`config.mk`:
```
export PLATFORM = sky130hd
export DESIGN_NAME = inp_capture_flat
export DESIGN_NICKNAME = d
export VERILOG_FILES = /design/src/rtl/inp_capture_pkg.sv /design/src/rtl/inp_capture_if.sv /design/src/rtl/inp_capture_debounce.sv /design/src/rtl/inp_capture.sv /design/src/flat_wrapper.sv
export SDC_FILE = /design/constraint.sdc
export NUM_CORES = 1
export LEC_CHECK = 0
export ABC_AREA = 1
export CAP_MARGIN = 20
export CORE_UTILIZATION = 55
export CTS_BUF_LIST = sky130_fd_sc_hd__clkbuf_8
export CTS_CLUSTER_DIAMETER = 150
export CTS_CLUSTER_SIZE = 10
export DETAILED_ROUTE_END_ITERATION = 8
export PLACE_DENSITY = 0.83
export SLEW_MARGIN = 20
export SYNTH_ARGS = -nofsm -noshare
export SYNTH_HDL_FRONTEND = slang
export SYNTH_SLANG_ARGS = --single-unit
```
`constraint.sdc`:
```
create_clock -name clock -period 5.3 [get_ports clock]
set_clock_uncertainty 0.1 [all_clocks]
set_input_delay 0.795 -clock clock [delete_from_list [all_inputs] [get_ports clock]]
set_output_delay 0.795 -clock clock [all_outputs]
set_load 0.005 [all_outputs]
```
`src/rtl/inp_capture_pkg.sv`:
```
// ============================================================================
// Module   : inp_pkg
// Brief    : Shared FSM state type and default sizing for the input capture.
// Revision : 1.0
// ============================================================================
`default_nettype none

package inp_pkg;

   localparam int c_DEF_WIDTH      = 16;
   localparam int c_DEF_DEB_CYCLES = 1000000;
   localparam int c_DEF_CNT_W      = 20;

   typedef enum logic [1:0] {
      ST_IDLE       = 2'd0,
      ST_WAIT_REL   = 2'd1,
      ST_WAIT_PRESS = 2'd2,
      ST_HOLD       = 2'd3
   } state_t;

   // The operator LED is lit only while a confirm is still outstanding.
   function automatic logic is_waiting(input state_t s);
      return (s == ST_WAIT_REL) || (s == ST_WAIT_PRESS);
   endfunction

endpackage

`default_nettype wire

```
`src/rtl/inp_capture_if.sv`:
```
// ============================================================================
// Module   : inp_capture_if
// Brief    : Processor-side IN handshake (req/done) plus latched operand.
// Revision : 1.0
// ============================================================================
`default_nettype none

interface inp_capture_if
   import inp_pkg::*;
#(
   parameter int WIDTH = c_DEF_WIDTH
);

   logic             req;
   logic [WIDTH-1:0] inpval;
   logic             done;
   logic             waiting;

   modport master (
      output req,
      input  inpval,
      input  done,
      input  waiting
   );

   modport slave (
      input  req,
      output inpval,
      output done,
      output waiting
   );

endinterface

`default_nettype wire

```
`src/rtl/inp_capture_debounce.sv`:
```
// ============================================================================
// Module   : inp_debounce
// Brief    : Two-flop synchroniser plus shared-counter debouncer for a vector.
// Revision : 1.0
// ============================================================================
`default_nettype none

module inp_debounce #(
   parameter int WIDTH      = 1,
   parameter int DEB_CYCLES = 4,
   parameter int CNT_W      = 20
) (
   input  logic             clock,
   input  logic             reset,
   input  logic [WIDTH-1:0] raw_i,
   output logic [WIDTH-1:0] db_o
);

   localparam logic [CNT_W-1:0] c_LAST = CNT_W'(DEB_CYCLES - 1);

   logic [WIDTH-1:0] sync1_q;
   logic [WIDTH-1:0] sync2_q;
   logic [WIDTH-1:0] db_q;
   logic [WIDTH-1:0] db_d;
   logic [WIDTH-1:0] tgt_q;
   logic [WIDTH-1:0] tgt_d;
   logic [CNT_W-1:0] cnt_q;
   logic [CNT_W-1:0] cnt_d;

   always_ff @(posedge clock or posedge reset) begin
      if (reset) begin
         sync1_q <= '0;
         sync2_q <= '0;
         db_q    <= '0;
         tgt_q   <= '0;
         cnt_q   <= '0;
      end else begin
         sync1_q <= raw_i;
         sync2_q <= sync1_q;
         db_q    <= db_d;
         tgt_q   <= tgt_d;
         cnt_q   <= cnt_d;
      end
   end

   // tgt_q remembers which value is being counted toward, so a vector that
   // moves again mid-count restarts from one instead of inheriting the count.
   // The level flips on the DEB_CYCLES-th consecutive differing sample.
   always_comb begin
      db_d  = db_q;
      tgt_d = tgt_q;
      cnt_d = cnt_q;
      if (sync2_q == db_q) begin
         cnt_d = '0;
      end else if ((cnt_q == '0) || (sync2_q != tgt_q)) begin
         tgt_d = sync2_q;
         cnt_d = CNT_W'(1);
      end else if (cnt_q == c_LAST) begin
         db_d  = sync2_q;
         cnt_d = '0;
      end else begin
         cnt_d = cnt_q + CNT_W'(1);
      end
   end

   assign db_o = db_q;

endmodule

`default_nettype wire

```
`src/rtl/inp_capture.sv`:
```
// ============================================================================
// Module   : inp_capture
// Brief    : Debounced switch/button capture serving the processor IN request.
//            INP_CAPTURE_ECHO_EN adds a live registered echo of the switches.
// Revision : 1.0
// ============================================================================
`default_nettype none

module inp_capture
   import inp_pkg::*;
#(
   parameter int WIDTH      = c_DEF_WIDTH,
   parameter int DEB_CYCLES = c_DEF_DEB_CYCLES,
   parameter int CNT_W      = c_DEF_CNT_W
) (
   input  logic             clock,
   input  logic             reset,
   input  logic [WIDTH-1:0] sw_raw,
   input  logic             n_btn_raw,
   inp_capture_if.slave     bus,
   output logic [WIDTH-1:0] sw_echo
);

   logic [WIDTH-1:0] w_sw_db;
   logic [0:0]       w_btn_act;
   logic [0:0]       w_btn_db;

   state_t           state_q;
   state_t           state_d;
   logic [WIDTH-1:0] inpval_q;
   logic [WIDTH-1:0] inpval_d;
   logic             done_q;
   logic             done_d;
   logic             waiting_q;
   logic             waiting_d;

   // Inverted ahead of the synchroniser so a reset chain reads "released".
   assign w_btn_act = ~n_btn_raw;

   inp_debounce #(
      .WIDTH      (1),
      .DEB_CYCLES (DEB_CYCLES),
      .CNT_W      (CNT_W)
   ) u_btn_deb (
      .clock (clock),
      .reset (reset),
      .raw_i (w_btn_act),
      .db_o  (w_btn_db)
   );

   inp_debounce #(
      .WIDTH      (WIDTH),
      .DEB_CYCLES (DEB_CYCLES),
      .CNT_W      (CNT_W)
   ) u_sw_deb (
      .clock (clock),
      .reset (reset),
      .raw_i (sw_raw),
      .db_o  (w_sw_db)
   );

   always_ff @(posedge clock or posedge reset) begin
      if (reset) begin
         state_q   <= ST_IDLE;
         inpval_q  <= '0;
         done_q    <= 1'b0;
         waiting_q <= 1'b0;
      end else begin
         state_q   <= state_d;
         inpval_q  <= inpval_d;
         done_q    <= done_d;
         waiting_q <= waiting_d;
      end
   end

   // A press already debounced when req rises must be released first, so
   // one physical press can never satisfy two requests.
   always_comb begin
      state_d  = state_q;
      inpval_d = inpval_q;
      done_d   = 1'b0;
      unique case (state_q)
         ST_IDLE: begin
            if (bus.req) begin
               state_d = w_btn_db[0] ? ST_WAIT_REL : ST_WAIT_PRESS;
            end
         end
         ST_WAIT_REL: begin
            if (!bus.req) begin
               state_d = ST_IDLE;
            end else if (!w_btn_db[0]) begin
               state_d = ST_WAIT_PRESS;
            end
         end
         ST_WAIT_PRESS: begin
            if (!bus.req) begin
               state_d = ST_IDLE;
            end else if (w_btn_db[0]) begin
               inpval_d = w_sw_db;
               done_d   = 1'b1;
               state_d  = ST_HOLD;
            end
         end
         ST_HOLD: begin
            if (!bus.req) begin
               state_d = ST_IDLE;
            end
         end
         default: begin
            state_d = ST_IDLE;
         end
      endcase
      waiting_d = is_waiting(state_d);
   end

   assign bus.inpval  = inpval_q;
   assign bus.done    = done_q;
   assign bus.waiting = waiting_q;

`ifdef INP_CAPTURE_ECHO_EN
   logic [WIDTH-1:0] echo_q;

   always_ff @(posedge clock or posedge reset) begin
      if (reset) begin
         echo_q <= '0;
      end else begin
         echo_q <= w_sw_db;
      end
   end

   assign sw_echo = echo_q;
`else
   assign sw_echo = '0;
`endif

endmodule

`default_nettype wire

```
`src/flat_wrapper.sv`:
```
// flat-port wrapper written by rule: the top's interface ports become plain ports
module inp_capture_flat import inp_pkg::*;
#(
   parameter int WIDTH      = c_DEF_WIDTH,
   parameter int DEB_CYCLES = c_DEF_DEB_CYCLES,
   parameter int CNT_W      = c_DEF_CNT_W
)
  (clock, reset, sw_raw, n_btn_raw, sw_echo, bus_req, bus_inpval, bus_done, bus_waiting);
  inp_capture_if #(.WIDTH(WIDTH)) bus_i ();
  input  logic clock;
  input  logic reset;
  input  logic [WIDTH-1:0] sw_raw;
  input  logic n_btn_raw;
  output logic [WIDTH-1:0] sw_echo;
  input wire logic [$bits(bus_i.req)-1:0] bus_req;
  output wire logic [$bits(bus_i.inpval)-1:0] bus_inpval;
  output wire logic [$bits(bus_i.done)-1:0] bus_done;
  output wire logic [$bits(bus_i.waiting)-1:0] bus_waiting;
  assign bus_i.req = bus_req;
  assign bus_inpval = bus_i.inpval;
  assign bus_done = bus_i.done;
  assign bus_waiting = bus_i.waiting;
  inp_capture #(.WIDTH(WIDTH), .DEB_CYCLES(DEB_CYCLES), .CNT_W(CNT_W)) u_core (.clock(clock), .reset(reset), .sw_raw(sw_raw), .n_btn_raw(n_btn_raw), .bus(bus_i), .sw_echo(sw_echo));
endmodule
```
==> flow_metrics.env <==
export IMPL_routed_wire_length_per_instance_um=13.2
export IMPL_path_type_of_the_worst_min_delay_path="reg2reg"
export IMPL_synth_fa_ha_area_share_pct=0.845
export IMPL_antennaDiodeCount=0
export IMPL_synth_largest_area_cell="sky130_fd_sc_hd__dfrtp_1"
export IMPL_netlist_area_pre_place_mm2=0.00593
export IMPL_reg2reg_from="u_core.u_btn_deb.db_o"
export IMPL_drt_vias_per_instance=5.15
export IMPL_global_route_total_usage_across_every_layer_pct=21.9
export IMPL_post_route_util_pct=64.5
export IMPL_worst_slew_pin_transition_ns=0.965
export IMPL_layout_overhead_on_the_synthesized_area_pct=12.9
export IMPL_pin_count=54
export IMPL_initial_antenna_violation_count=0
export IMPL_detailed_place_hpwl_um=7880
export IMPL_synth_seq_area_share_pct=54.1
export IMPL_design_final_nets=726
export IMPL_grt_pass1_vias=4249
export IMPL_synth_top_family_by_area="simple AND/OR/NAND/NOR gates"
export IMPL_row_count=37
export IMPL_arrival_ns=3.14
export IMPL_cts_max_level=4
export IMPL_cts_root_buffer="sky130_fd_sc_hd__clkbuf_8"
export IMPL_post_synth_mux_area_share_pct=0
export IMPL_insertion_delay_ns=0.43
export IMPL_run_status="completed"
export IMPL_criticalPathCategory="in2reg"
export IMPL_design_core_area_mm2=0.0104
export IMPL_combPwrFrac_pct=4.0
export IMPL_buffer_ports_inserted=37
export IMPL_wire_length_of_the_first_global_routing_pass_um=19400
export IMPL_totalWireLength_um=11200
export IMPL_sort_of_element_at_the_end_of_the_critical_path="register"
export IMPL_post_route_period_util_pct=54.8
export IMPL_p_sw_uw=448
export IMPL_power_density_cell_area_mw_per_mm2=285
export IMPL_ir_worst_vdd_uv=224
export IMPL_internal_power_mw=1.46
export IMPL_cts_sink_count=128
export IMPL_mean_post_synth_cell_area_um2=8.98
export IMPL_post_layout_minimum_cycle_time_ns=2.90
export IMPL_max_cap_violations=0
export IMPL_finalMaxSlewViolations=0
export IMPL_ys_types=37
export IMPL_synth_edff_count=0
export IMPL_cts_inserted_buffers=17
export IMPL_tritoncts="done"
export IMPL_chipWidth_um=106
export IMPL_post_synth_most_frequent_cells="sky130_fd_sc_hd__nand2_1 (183), sky130_fd_sc_hd__dfrtp_1 (128), sky130_fd_sc_hd__nor2_1 (93)"
export IMPL_finalHoldViolCount=0
export IMPL_nature_of_the_critical_path_startpoint="input pin"
export IMPL_postCtsSetupBuffers=0
export IMPL_design_die_area_mm2=0.0112
export IMPL_dr_pass1_iters=4
export IMPL_detail_route_iter0_violations=226
export IMPL_async_flop_share_pct=100
export IMPL_r2r_cells=4
export IMPL_crit_path_start="bus_req"
export IMPL_clockBufferDepth=2
export IMPL_clock_edge_transition_at_the_registers_on_the_reported_setup_and_hold_paths_ns=0.07
export IMPL_tns_ns=0
export IMPL_slew_limit_headroom_pct=35.3
export IMPL_grt_setup_unrepaired="no"
export IMPL_seq_power_share_pct=53.4
export IMPL_power_leakage_nw=3.25
export IMPL_synth_top_cell_area_share_pct=54.1
export IMPL_crit_slowest_cell="sky130_fd_sc_hd__nor3_2"
export IMPL_setup_violations_final=0
export IMPL_worst_r2r_setup_slack_ns=2.81
export IMPL_route_detailed_drc=0
export IMPL_critical_path_peak_fanout=19
export IMPL_critical_path_reg2reg_endpoint="u_core.bus.inpval[1]"
export IMPL_worstSetupEndpoint="u_core.bus.inpval[1]"
export IMPL_totalPowerFinal_mw=1.91
export IMPL_dominantRegCellSynth="sky130_fd_sc_hd__dfrtp_1"
export IMPL_fmaxAchievable_mhz=345
export IMPL_synth_most_common_cell="sky130_fd_sc_hd__nand2_1"
export IMPL_synthesis_instances=660
export IMPL_post_synth_xor_area_fraction_pct=7.24
export IMPL_synth_seq_cells=128
export IMPL_layout_drive_gt1_share_pct=8.11
export IMPL_cts_hold_buffers=0
export IMPL_synth_compound_gate_area_share_pct=1.58
export IMPL_initial_core_util_pct=57.1
export IMPL_finalWeightedCongestion=0.891
export IMPL_die_height_um=106
export IMPL_vias=4379
export IMPL_required_ns=5.53
export IMPL_timing_critical_path_cells="clkdlybuf4s50_1 -> inv_1 -> nor3_2 -> clkinv_1 -> o21ai_0"
export IMPL_post_synth_main_area_contributors="sky130_fd_sc_hd__dfrtp_1 (54%), sky130_fd_sc_hd__nand2_1 (12%), sky130_fd_sc_hd__nor2_1 (5.9%), sky130_fd_sc_hd__xor2_1 (4.7%), sky130_fd_sc_hd__inv_1 (3.3%)"
export IMPL_post_cts_resize_count=0
export IMPL_pin_count_of_the_biggest_net_entering_global_routing=77
export IMPL_clock_power_share_pct=42.6
export IMPL_overflow_after_grt=0
export IMPL_synth_simple_gate_area_share_pct=28.5
export IMPL_switching_share_pct=23.5
export IMPL_ant_nets=0
export IMPL_yosys_warnings=0
export IMPL_worst_path_largest_cell_delay_ns=0.77
==> flip-flops by register name (all words and copies together) (netlist names) <==
name                      cells
u_core.bus.inpval            16
u_core.bus.waiting            1
u_core.state_q                2
u_core.u_sw_deb.cnt_q        20
u_core.u_sw_deb.tgt_q        16
u_core.u_btn_deb.cnt_q       20
u_core.u_sw_deb.sync1_q      16
u_core.u_btn_deb.sync1_q      1
u_core.u_btn_deb.tgt_q        1
u_core.u_sw_deb.sync2_q      16
u_core.u_btn_deb.db_o         1
u_core.u_sw_deb.db_o         16
u_core.u_btn_deb.sync2_q      1
u_core.bus.done               1
==> placed cells by master, fill, tap and decap left out, types with 3 or more instances in the layout <==
cell                              netlist  layout
sky130_fd_sc_hd__nor3_1                11      11
sky130_fd_sc_hd__nand4_1               27      27
sky130_fd_sc_hd__nor2_8                 3       3
sky130_fd_sc_hd__o21ai_0                7       7
sky130_fd_sc_hd__nand3_1               35      35
sky130_fd_sc_hd__clkinvlp_4             0       4
sky130_fd_sc_hd__nand2_1              183     183
sky130_fd_sc_hd__xnor2_1               17      17
sky130_fd_sc_hd__nand3_2                4       4
sky130_fd_sc_hd__clkbuf_8               0      18
sky130_fd_sc_hd__conb_1                 1      16
sky130_fd_sc_hd__a21oi_1                6       6
sky130_fd_sc_hd__nor2_1                93      93
sky130_fd_sc_hd__xor2_1                32      32
sky130_fd_sc_hd__nor2_2                 4       4
sky130_fd_sc_hd__inv_1                 52      53
sky130_fd_sc_hd__clkdlybuf4s50_1        0      37
sky130_fd_sc_hd__dfrtp_1              128     128
sky130_fd_sc_hd__ha_1                   4       4
sky130_fd_sc_hd__nor3_2                 3       3
==> power groups by stage <==
stage / Sequential [mW] / Combinational [mW] / Clock [mW]
after CTS: 1.02 / 0.0788 / 0.821
after global placement: 1.03 / 0.0747 / 0
after detailed placement: 1.04 / 0.0779 / 0
final: 1.02 / 0.0769 / 0.812
after floorplan: 1.03 / 0.0575 / 0
after global routing: 1.02 / 0.0887 / 0.867
==> critical path: cells and delay by family <==
kind            cells  cell delay [ns]
compound gates      1             0.32
simple gates        1             0.77
buf+inv             3             1.24
==> kinds of logic after synthesis <==
kind of cell / after synthesis
DFF: 128
AOI/OAI and AO/OA: 17
and+or+nand+nor: 374
other: 1
buffers and inverters: 87
adders and majority gates: 4
xor gates and xnor gates: 49
==> cell type report <==
type,instances,area [µm²]
clock buffer,18,248
fill,806,3680
sequential,128,3200
timing repair buffer,39,385
multi-input combinational,460,2320
clock inverter,14,143
inverter,56,215
tap,136,170
==> how the worst min path moves through the flow <==
stage / end / depth (start not counted) / start / slack [ns]
floorplan: u_core.u_btn_deb.sync2_q / 0 / u_core.u_btn_deb.sync1_q / 0.23
global placement: u_core.u_sw_deb.sync2_q[8] / 0 / u_core.u_sw_deb.sync1_q[8] / 0.23
detailed placement: u_core.u_btn_deb.sync2_q / 0 / u_core.u_btn_deb.sync1_q / 0.23
CTS: u_core.u_sw_deb.sync2_q[12] / 0 / u_core.u_sw_deb.sync1_q[12] / 0.25
global route: u_core.u_sw_deb.sync2_q[12] / 0 / u_core.u_sw_deb.sync1_q[12] / 0.26
finish: u_core.u_sw_deb.sync2_q[12] / 0 / u_core.u_sw_deb.sync1_q[12] / 0.25
==> metrics by stage <==
stage | area, µm² | hold WS, ns | cells | setup WS, ns
4_1_cts | 6690 | 0.250 | 851 | 2.40
2_1_floorplan | 5980 | 0.231 | 675 | 0.992
5_1_grt | 6690 | 0.257 | 851 | 2.11
6_report | 6690 | 0.249 | 851 | 2.40
3_3_place_gp | 6300 | 0.232 | 819 | 2.13
3_5_place_dp | 6300 | 0.235 | 819 | 1.99
==> per-layer routing <==
layer  vias up  track usage (%)  wire length [µm]
li1       2130                -                 -
met1      2110             29.7              5040
met2       124             35.7              5500
met3        15             4.58               572
met4         0             6.55               138
met5         -                0                 0
Note: power is estimated with default switching activity, not from simulation.
